**src/rtl/pipe_stage_reg_if.sv**
```systemverilog
// Handshake bundle between two pipeline stages: an upstream channel
// (in_*) feeding the stage and a downstream channel (out_*) leaving it.
// The stage register takes the slave view; the surrounding logic (or a
// bench) takes the master view, driving payload in and ready out.
interface pipe_stage_reg_if #(
    parameter int DATA_W = 32,
    parameter int SIDE_W = 2
);
    logic              in_valid;
    logic              in_ready;
    logic [DATA_W-1:0] in_data;
    logic [SIDE_W-1:0] in_side;
    logic              out_valid;
    logic              out_ready;
    logic [DATA_W-1:0] out_data;
    logic [SIDE_W-1:0] out_side;

    modport master (
        output in_valid, in_data, in_side, out_ready,
        input  in_ready, out_valid, out_data, out_side
    );

    modport slave (
        input  in_valid, in_data, in_side, out_ready,
        output in_ready, out_valid, out_data, out_side
    );
endinterface

```
**src/rtl/pipe_stage_reg.sv**
```systemverilog
// Pipeline-stage register with a 2-entry skid buffer. The main register
// drives the downstream outputs directly; the skid register catches the one
// word that can arrive in the cycle after downstream stalls, which lets
// in_ready be a flop instead of a combinational path from out_ready.
// Flush squashes both entries to a bubble. Two saturating counters record
// stall and starve cycles for performance debug.
module pipe_stage_reg #(
    parameter int                DATA_W       = 32,
    parameter int                SIDE_W       = 2,
    parameter logic [DATA_W-1:0] BUBBLE_VALUE = '0,
    parameter int                CNT_W        = 16
) (
    input  logic                 clk,
    input  logic                 reset,
    input  logic                 flush,
    pipe_stage_reg_if.slave      bus,
    output logic [1:0]           occupancy,
    output logic [CNT_W-1:0]     stall_cnt,
    output logic [CNT_W-1:0]     starve_cnt
);

    // Saturating increment: sticks at all-ones instead of wrapping.
    function automatic logic [CNT_W-1:0] sat_inc(input logic [CNT_W-1:0] v);
        return (&v) ? v : v + 1'b1;
    endfunction

    logic              main_valid;
    logic [DATA_W-1:0] main_data;
    logic [SIDE_W-1:0] main_side;
    logic              skid_valid;
    logic [DATA_W-1:0] skid_data;
    logic [SIDE_W-1:0] skid_side;
    logic              ready_q;
    logic              in_fire;
    logic              out_fire;

    assign in_fire  = bus.in_valid & ready_q;
    assign out_fire = main_valid & bus.out_ready;

    assign bus.in_ready  = ready_q;
    assign bus.out_valid = main_valid;
    assign bus.out_data  = main_data;
    assign bus.out_side  = main_side;
    assign occupancy     = {1'b0, main_valid} + {1'b0, skid_valid};

    // Payload storage: main register advances when it is empty or being
    // consumed (skid first, to keep FIFO order); otherwise new input parks
    // in the skid register and in_ready drops for the next cycle.
    always_ff @(posedge clk) begin
        if (reset) begin
            main_valid <= 1'b0;
            main_data  <= BUBBLE_VALUE;
            main_side  <= '0;
            skid_valid <= 1'b0;
            skid_data  <= BUBBLE_VALUE;
            skid_side  <= '0;
            ready_q    <= 1'b1;
        end else if (flush) begin
            main_valid <= 1'b0;
            main_data  <= BUBBLE_VALUE;
            main_side  <= '0;
            skid_valid <= 1'b0;
            ready_q    <= 1'b1;
        end else if (!main_valid || out_fire) begin
            if (skid_valid) begin
                main_valid <= 1'b1;
                main_data  <= skid_data;
                main_side  <= skid_side;
                skid_valid <= 1'b0;
                ready_q    <= 1'b1;
            end else if (in_fire) begin
                main_valid <= 1'b1;
                main_data  <= bus.in_data;
                main_side  <= bus.in_side;
            end else begin
                main_valid <= 1'b0;
                main_data  <= BUBBLE_VALUE;
                main_side  <= '0;
            end
        end else if (in_fire) begin
            skid_valid <= 1'b1;
            skid_data  <= bus.in_data;
            skid_side  <= bus.in_side;
            ready_q    <= 1'b0;
        end
    end

    // Performance counters: qualified on the pre-update handshake state, so
    // a flush cycle is counted like any other cycle.
    always_ff @(posedge clk) begin
        if (reset) begin
            stall_cnt  <= '0;
            starve_cnt <= '0;
        end else begin
            if (main_valid && !bus.out_ready) begin
                stall_cnt <= sat_inc(stall_cnt);
            end
            if (!main_valid && bus.out_ready) begin
                starve_cnt <= sat_inc(starve_cnt);
            end
        end
    end

endmodule
```
**src/flat_wrapper.sv**
```systemverilog
// flat-port wrapper written by rule: the top's interface ports become plain ports
module pipe_stage_reg_flat 
#(
    parameter int                DATA_W       = 32,
    parameter int                SIDE_W       = 2,
    parameter logic [DATA_W-1:0] BUBBLE_VALUE = '0,
    parameter int                CNT_W        = 16
)
  (clk, reset, flush, occupancy, stall_cnt, starve_cnt, bus_in_valid, bus_in_data, bus_in_side, bus_out_ready, bus_in_ready, bus_out_valid, bus_out_data, bus_out_side);
  pipe_stage_reg_if #(.DATA_W(DATA_W), .SIDE_W(SIDE_W)) bus_i ();
  input  logic clk;
  input  logic reset;
  input  logic flush;
  output logic [1:0] occupancy;
  output logic [CNT_W-1:0] stall_cnt;
  output logic [CNT_W-1:0] starve_cnt;
  input wire logic [$bits(bus_i.in_valid)-1:0] bus_in_valid;
  input wire logic [$bits(bus_i.in_data)-1:0] bus_in_data;
  input wire logic [$bits(bus_i.in_side)-1:0] bus_in_side;
  input wire logic [$bits(bus_i.out_ready)-1:0] bus_out_ready;
  output wire logic [$bits(bus_i.in_ready)-1:0] bus_in_ready;
  output wire logic [$bits(bus_i.out_valid)-1:0] bus_out_valid;
  output wire logic [$bits(bus_i.out_data)-1:0] bus_out_data;
  output wire logic [$bits(bus_i.out_side)-1:0] bus_out_side;
  assign bus_i.in_valid = bus_in_valid;
  assign bus_i.in_data = bus_in_data;
  assign bus_i.in_side = bus_in_side;
  assign bus_i.out_ready = bus_out_ready;
  assign bus_in_ready = bus_i.in_ready;
  assign bus_out_valid = bus_i.out_valid;
  assign bus_out_data = bus_i.out_data;
  assign bus_out_side = bus_i.out_side;
  pipe_stage_reg #(.DATA_W(DATA_W), .SIDE_W(SIDE_W), .BUBBLE_VALUE(BUBBLE_VALUE), .CNT_W(CNT_W)) u_core (.clk(clk), .reset(reset), .flush(flush), .bus(bus_i), .occupancy(occupancy), .stall_cnt(stall_cnt), .starve_cnt(starve_cnt));
endmodule
```
**config.mk**
```make
export PLATFORM = sky130hd
export DESIGN_NAME = pipe_stage_reg_flat
export DESIGN_NICKNAME = d
export VERILOG_FILES = /design/src/rtl/pipe_stage_reg_if.sv /design/src/rtl/pipe_stage_reg.sv /design/src/flat_wrapper.sv
export SDC_FILE = /design/constraint.sdc
export NUM_CORES = 1
export LEC_CHECK = 0
export CORE_UTILIZATION = 49
export DETAILED_ROUTE_END_ITERATION = 12
export PLACE_DENSITY = 0.85
export RECOVER_POWER = 50
export SLEW_MARGIN = 0
export SYNTH_ARGS = -nofsm -noshare
export SYNTH_HDL_FRONTEND = slang
export SYNTH_SLANG_ARGS = --single-unit
```
**constraint.sdc**
```tcl
create_clock -name clk -period 2.4 [get_ports clk]
set_input_delay 0.48 -clock clk [delete_from_list [all_inputs] [get_ports clk]]
set_output_delay 0.48 -clock clk [all_outputs]
set_load 0.1 [all_outputs]
```
==> results of run 1 <==
-- kinds of logic (layout without fill, tap and decap cells) --
kind of cell,Yosys count,count (layout)
AOI/OAI and AO/OA,113,113
xor gates and xnor gates,3,3
adders and majority gates,3,3
buffers and inverters,40,151
DFF,103,103
muxes,10,10
and+or+nand+nor,270,270
-- critical path, delay by kind of cell --
kind | cells | cell delay, ps
buffers and inverters | 4 | 1370
and+or+nand+nor | 3 | 460
AOI/OAI and AO/OA | 1 | 60
-- flip-flops by register name (all words and copies together), names as in the netlist --
| name | cells |
|---|---|
| u_core.bus.out_data | 32 |
| u_core.skid_data | 32 |
| u_core.stall_cnt | 16 |
| u_core.starve_cnt | 16 |
| u_core.bus.out_side | 2 |
| u_core.skid_side | 2 |
| u_core.bus.in_ready | 1 |
| u_core.bus.out_valid | 1 |
| u_core.skid_valid | 1 |
-- layout make-up --
type	count	area [um2]
repair buffers	131	895
clock buffers	9	124
flip-flops and latches	103	2080
fillers	763	2950
inverters	4	15.0
multi-input cells	399	2110
clock inverters	7	81.3
well taps	105	131
-- per-stage QoR --
step	setup TNS, ps	setup slack (ps)	std cells
3_5_place_dp	0	24.3	742
5_1_grt	0	104	758
4_1_cts	0	333	758
3_3_place_gp	0	64.9	742
2_1_floorplan	-15.1	-15.1	542
6_report	0	223	758
-- Yosys cell counts, types with 3 or more instances --
library cell,n,share of area
sky130_fd_sc_hd__nor3_1,5,0.0058
sky130_fd_sc_hd__mux2_2,7,0.018
sky130_fd_sc_hd__o21ai_0,6,0.0070
sky130_fd_sc_hd__a21oi_1,57,0.066
sky130_fd_sc_hd__mux2i_1,3,0.0070
sky130_fd_sc_hd__ha_1,3,0.0087
sky130_fd_sc_hd__or2_2,3,0.0044
sky130_fd_sc_hd__dfxtp_1,103,0.48
sky130_fd_sc_hd__o31ai_1,13,0.023
sky130_fd_sc_hd__nand2_1,147,0.13
sky130_fd_sc_hd__clkbuf_1,32,0.028
sky130_fd_sc_hd__buf_1,3,0.0026
sky130_fd_sc_hd__nor2b_1,9,0.013
sky130_fd_sc_hd__nand4_1,9,0.013
sky130_fd_sc_hd__a31oi_1,34,0.049
sky130_fd_sc_hd__inv_1,4,0.0035
sky130_fd_sc_hd__nand3_1,46,0.053
sky130_fd_sc_hd__nor4_1,7,0.010
sky130_fd_sc_hd__or3_1,8,0.012
sky130_fd_sc_hd__and4_1,3,0.0061
sky130_fd_sc_hd__or4_1,13,0.023
sky130_fd_sc_hd__nor2_1,14,0.012
-- power groups by stage --
stage,sequential (W),combinational (W),clock (W)
floorplan,0.00194,0.000104,0
global placement,0.00179,0.000401,0
detailed placement,0.00179,0.000408,0
CTS,0.00175,0.000409,0.00115
global route,0.00176,0.000413,0.00121
finish,0.00175,0.000389,0.00112
-- layer usage --
layer | vias to the layer above | routed length [um]
met5 | - | 0
met4 | 0 | 172
met3 | 15 | 764
met2 | 160 | 5710
met1 | 2093 | 4710
li1 | 2129 | -
-- path summary, 6_finish.rpt --
| path | endpoint |
|---|---|
| setup reg to reg | u_core.starve_cnt[1]$_SDFFE_PP0P_ |
| hold / removal | u_core.skid_data[17]$_SDFFE_PP0P_ |
| hold reg to reg | u_core.skid_data[17]$_SDFFE_PP0P_ |
| setup / recovery | u_core.skid_data[14]$_SDFFE_PP0P_ |
==> flow_summary.ini, run 1 <==
[run_status]
result_of_the_run = finished clean

[critical_path]
worst-r2r-setup-slack_ps = 280
crit_chain = clkdlybuf4s50_1, buf_4, nand2b_1, clkbuf_1, nor3_2, buf_4, nand2_1, a21oi_1
critical_path.slowest_cell = sky130_fd_sc_hd__clkbuf_1
regToRegStartpoint = u_core.starve_cnt[0]$_SDFFE_PP0P_
cp.arrival_ps = 2390
critPathMaxFanout = 14
setup.worst_path.class = input port to flip-flop
timing.critical_path.to_type = flip-flop
worstSetupStartpointType = input port
rr_worst_depth = 5
critPathMostFrequentCell = sky130_fd_sc_hd__buf_4
cpPeakStageDelay_ps = 540
crit_path_start = bus_out_ready
cp_data_required_time_ps = 2620

[clocking]
cts.htree.levels = 3
post_cts_resized = 0
numCtsBuffers = 9
cts-root-buf = sky130_fd_sc_hd__clkbuf_8
cts_hold_buffers = 0
cts.clk_slew.worst_paths_ps = 100
clockBufferDepth = 2
worstSkewPairLatency_ps = 360
clkSinkCount = 103
post-cts-setup-buffers = 0
tritoncts = done

[route]
wire_per_inst_um = 15.0
drtPass1Iterations = 5
detailedRoute.firstIterationViolations = 224
post_drt_via_cell_ratio = 5.80
route.antenna.remaining_nets = 0
vias = 4397
detail_route.drc_violations = 0
drt_wl_total_um = 11400

[global_routing]
globalRouteMet1Util = 0.314
busiest_layer = met2
grt_pass1_wl_um = 18700
grt_pass1_vias = 4065
grt_remaining_overflow = 0
gr-usage-met2 = 0.448
gr-usage-met3 = 0.0656
global_route.usage.total = 0.260
antenna_violations_before_repair = 0
grt_start_max_net_pins = 74

[final_layout]
layout_common_cells = sky130_fd_sc_hd__nand2_1, sky130_fd_sc_hd__dfxtp_1, sky130_fd_sc_hd__a21oi_1, sky130_fd_sc_hd__clkbuf_2, sky130_fd_sc_hd__nand3_1
finish.instance_area_um2 = 5440
antenna_cells = 0
commonest_non_fill_non_tap_cell_in_the_layout = sky130_fd_sc_hd__nand2_1
final_nets = 690
layout-drive-gt1-share = 0.184
finalCoreUtilization = 0.649
area_growth_pct = 26.2

[hold_path]
holdPathStages = 2
timing.hold.worst.start = u_core.skid_data[17]$_SDFFE_PP0P_
min_path_type = flip-flop to flip-flop

[sta]
setup_viol_count_final = 0
period_minus_slack_ps = 2180
rsz0062_at_grt = no
transition_at_the_pin_with_the_smallest_max_transition_slack_ps = 1180
finalMaxSlewViolations = 0
final.period_utilization = 0.907
slew_headroom = 0.217
clock_skew_ps = 12.6
hold_violations = 0
fin_hold_ws_ps = 460
timing.fmax_ghz = 0.459

[placed_design]
port_buffer_count = 108
dpl-instance-area_um2 = 5450
gp_congestion = 0.890
dp.final_hpwl_um = 7880

[yosys]
synthesis.nets = 584
synth_edf_count = 0
synthFlopType = sky130_fd_sc_hd__dfxtp_1
postSynth.asyncResetShare = 0
post_synthesis_share_of_cell_area_spent_on_full_adders_half_adders_and_majority_gates = 0.00871
yosys.area_share.simple = 0.291
post_synth_instance_area_um2 = 4310
synth_compound_gate_area_share = 0.155
synth_cell_types = 31
ys_warn_count = 0
synth-seq-area-share = 0.479
synthesis.instances = 542
syn_area_per_cell_um2 = 7.95
yosys_register_bits = 103
dominant_combinational_cell_family_by_area_after_synthesis = simple AND/OR/NAND/NOR gates
synth_xor_area_frac = 0.00610
synthMuxAreaShare = 0.0253

[power_and_ir_drop]
p_per_area_nw_per_um2 = 599
ir_drop_uv = 416
pwr-share-comb = 0.119
p_switching_w = 0.000921
switching_share = 0.283
clkPwrFrac = 0.343
power.internal_w = 0.00234
portion_of_total_power_attributed_to_sequential_cells = 0.538
power.total_w = 0.00326
p_leak_nw = 1.88

[floorplan]
initial_core_util = 0.514
row_count = 33
die_width_um = 95.8
fp.dieArea_um2 = 9170
die_height_um = 95.8
core-area_um2 = 8380
boundaryPins = 109

[flow_run]
maxCapViolCount = 0
Power figures use the tool's default switching activity.
==> run 2, diff against run 1 <==
Settings changed: CTS_CLUSTER_DIAMETER set to 120.
Clock period 2.4 ns to 2.2 ns, I/O delays scaled along.
==> flow_summary.ini, run 2 (same netlist as run 1, synthesis figures left out) <==
[run_status]
result_of_the_run = finished clean

[critical_path]
critPathMostFrequentCell = sky130_fd_sc_hd__buf_4
regToRegStartpoint = u_core.stall_cnt[0]$_SDFFE_PP0P_
critPathMaxFanout = 8
crit_family = simple AND/OR/NAND/NOR gates
worst-r2r-setup-slack_ps = 230
setup.worst_path.class = input port to flip-flop
cp_data_required_time_ps = 2480
worstSetupStartpointType = input port
cpPeakStageDelay_ps = 460
critical_path.reg2reg.endpoint = u_core.stall_cnt[13]$_SDFFE_PP0P_
crit_chain = clkdlybuf4s50_1, buf_4, nor2b_2, nand4_1, buf_4, or4_1, a21oi_1
crit_buf_inv = 3
rr_worst_depth = 5
critical_path.slowest_cell = sky130_fd_sc_hd__or4_1
cp.arrival_ps = 2330
timing.critical_path.to_type = flip-flop

[sta]
finalMaxSlewViolations = 0
rsz0062_at_grt = no
period_minus_slack_ps = 2050
hold_violations = 0
slew_headroom = 0.434
setup_viol_count_final = 0
final.period_utilization = 0.932
timing.fmax_ghz = 0.488
transition_at_the_pin_with_the_smallest_max_transition_slack_ps = 849
fin_hold_ws_ps = 462
clock_skew_ps = 10.1
final.setup.worst_slack_ps = 150

[hold_path]
holdPathStages = 2
min_path_type = flip-flop to flip-flop
timing.hold.worst.start = u_core.skid_data[9]$_SDFFE_PP0P_
hold_ep = u_core.skid_data[9]$_SDFFE_PP0P_

[floorplan]
die_width_um = 95.8
die_height_um = 95.8
row_count = 33
core-area_um2 = 8380
fp.dieArea_um2 = 9170
boundaryPins = 109
initial_core_util = 0.514

[power_and_ir_drop]
ir_drop_uv = 302
p_leak_nw = 1.99
p_per_area_nw_per_um2 = 627

[flow_run]
maxCapViolCount = 0

[placed_design]
dpl-instance-area_um2 = 5550
gp_congestion = 0.877
placement.setup.worst_slack_ps = -124
port_buffer_count = 108
dp.final_hpwl_um = 8090

[route]
route.antenna.remaining_nets = 0
detail_route.drc_violations = 0
post_drt_via_cell_ratio = 5.77
drt_wl_total_um = 11700
drtPass1Iterations = 5
wire_per_inst_um = 15.3
detailedRoute.firstIterationViolations = 288
vias = 4410

[clocking]
worstSkewPairLatency_ps = 350
cts.clk_slew.worst_paths_ps = 90
clkSinkCount = 103
post_cts_resized = 0
cts-root-buf = sky130_fd_sc_hd__clkbuf_8
numCtsBuffers = 9
tritoncts = done
clockBufferDepth = 2
cts_hold_buffers = 0
cts.htree.levels = 3
post-cts-setup-buffers = 0

[global_routing]
grt_pass1_wl_um = 18600
grt_pass1_vias = 4061
antenna_violations_before_repair = 1
grt_start_max_net_pins = 74
grt_remaining_overflow = 0
global_route.usage.total = 0.259

[final_layout]
multi_input_comb_area_um2 = 2100
seqCellArea_um2 = 2110
area_growth_pct = 28.4
layout_common_cells = sky130_fd_sc_hd__nand2_1, sky130_fd_sc_hd__dfxtp_1, sky130_fd_sc_hd__clkbuf_2, sky130_fd_sc_hd__a21oi_1, sky130_fd_sc_hd__nand3_1
commonest_non_fill_non_tap_cell_in_the_layout = sky130_fd_sc_hd__nand2_1
layout-drive-gt1-share = 0.239
finish.instance_area_um2 = 5530
nFillCells = 744
final_nets = 697
## run 2: cell count changes in the layout (fill, tap and decap cells not counted), sizes merged
cell,change
clkbuf,+4
diode,+1
buf,+5
clkinvlp,-2
dlygate4sd3,+1
clkdlybuf4s50,-1
inv,-2
## run 2: report_power, final
| part | total [W] | internal, W | switching [W] |
|---|---|---|---|
| registers | 0.00191 | 0.00189 | 0.0000210 |
| logic | 0.000433 | 0.000126 | 0.000307 |
| clock network | 0.00113 | 0.000518 | 0.000608 |
| total | 0.00347 | 0.00253 | 0.000936 |
## run 2: area by class of cell
cell class              count  share of cell area
inverters                   4             0.00271
clock buffers              11              0.0237
well taps                 105              0.0237
diodes                      1            0.000452
multi-input cells         399               0.379
flip-flops and latches    103               0.382
clock inverters             3             0.00837
repair buffers            138               0.181
## run 2: how the worst max path moves through the flow
stage / start / endpoint / cells after the start
floorplan: u_core.starve_cnt[0]$_SDFFE_PP0P_ / u_core.starve_cnt[1]$_SDFFE_PP0P_ / 5
global placement: bus_out_ready / u_core.starve_cnt[15]$_SDFFE_PP0P_ / 5
detailed placement: bus_out_ready / u_core.starve_cnt[15]$_SDFFE_PP0P_ / 5
CTS: bus_out_ready / u_core.starve_cnt[15]$_SDFFE_PP0P_ / 5
global route: bus_out_ready / u_core.stall_cnt[14]$_SDFFE_PP0P_ / 7
finish: bus_out_ready / u_core.stall_cnt[9]$_SDFFE_PP0P_ / 7
## run 2: through the flow
stage | total power, W | utilization | TNS, ps | instances
6_report | 0.00347 | 0.660 | 0 | 764
3_3_place_gp | 0.00240 | 0.662 | -1510 | 749
5_1_grt | 0.00360 | 0.660 | 0 | 763
4_1_cts | 0.00351 | 0.684 | 0 | 763
2_1_floorplan | 0.00223 | - | 0 | 542
3_5_place_dp | 0.00240 | 0.662 | -2980 | 749
## run 2: tightest hold or removal path, cell delays in order, from the launching register on
cell,delay (ps)
sky130_fd_sc_hd__dfxtp_1,320
sky130_fd_sc_hd__nand2_1,50
sky130_fd_sc_hd__a21oi_1,50
## run 2: layer usage
metal  GRT usage  share of wire  routed length (um)  vias to the layer above
met1       0.317           0.43                5000                     2088
met5           0              0                   0                        -
met4      0.0746         0.0085                  99                        0
met3      0.0624          0.070                 812                        8
met2       0.452           0.49                5750                      166
li1            -              -                   -                     2148
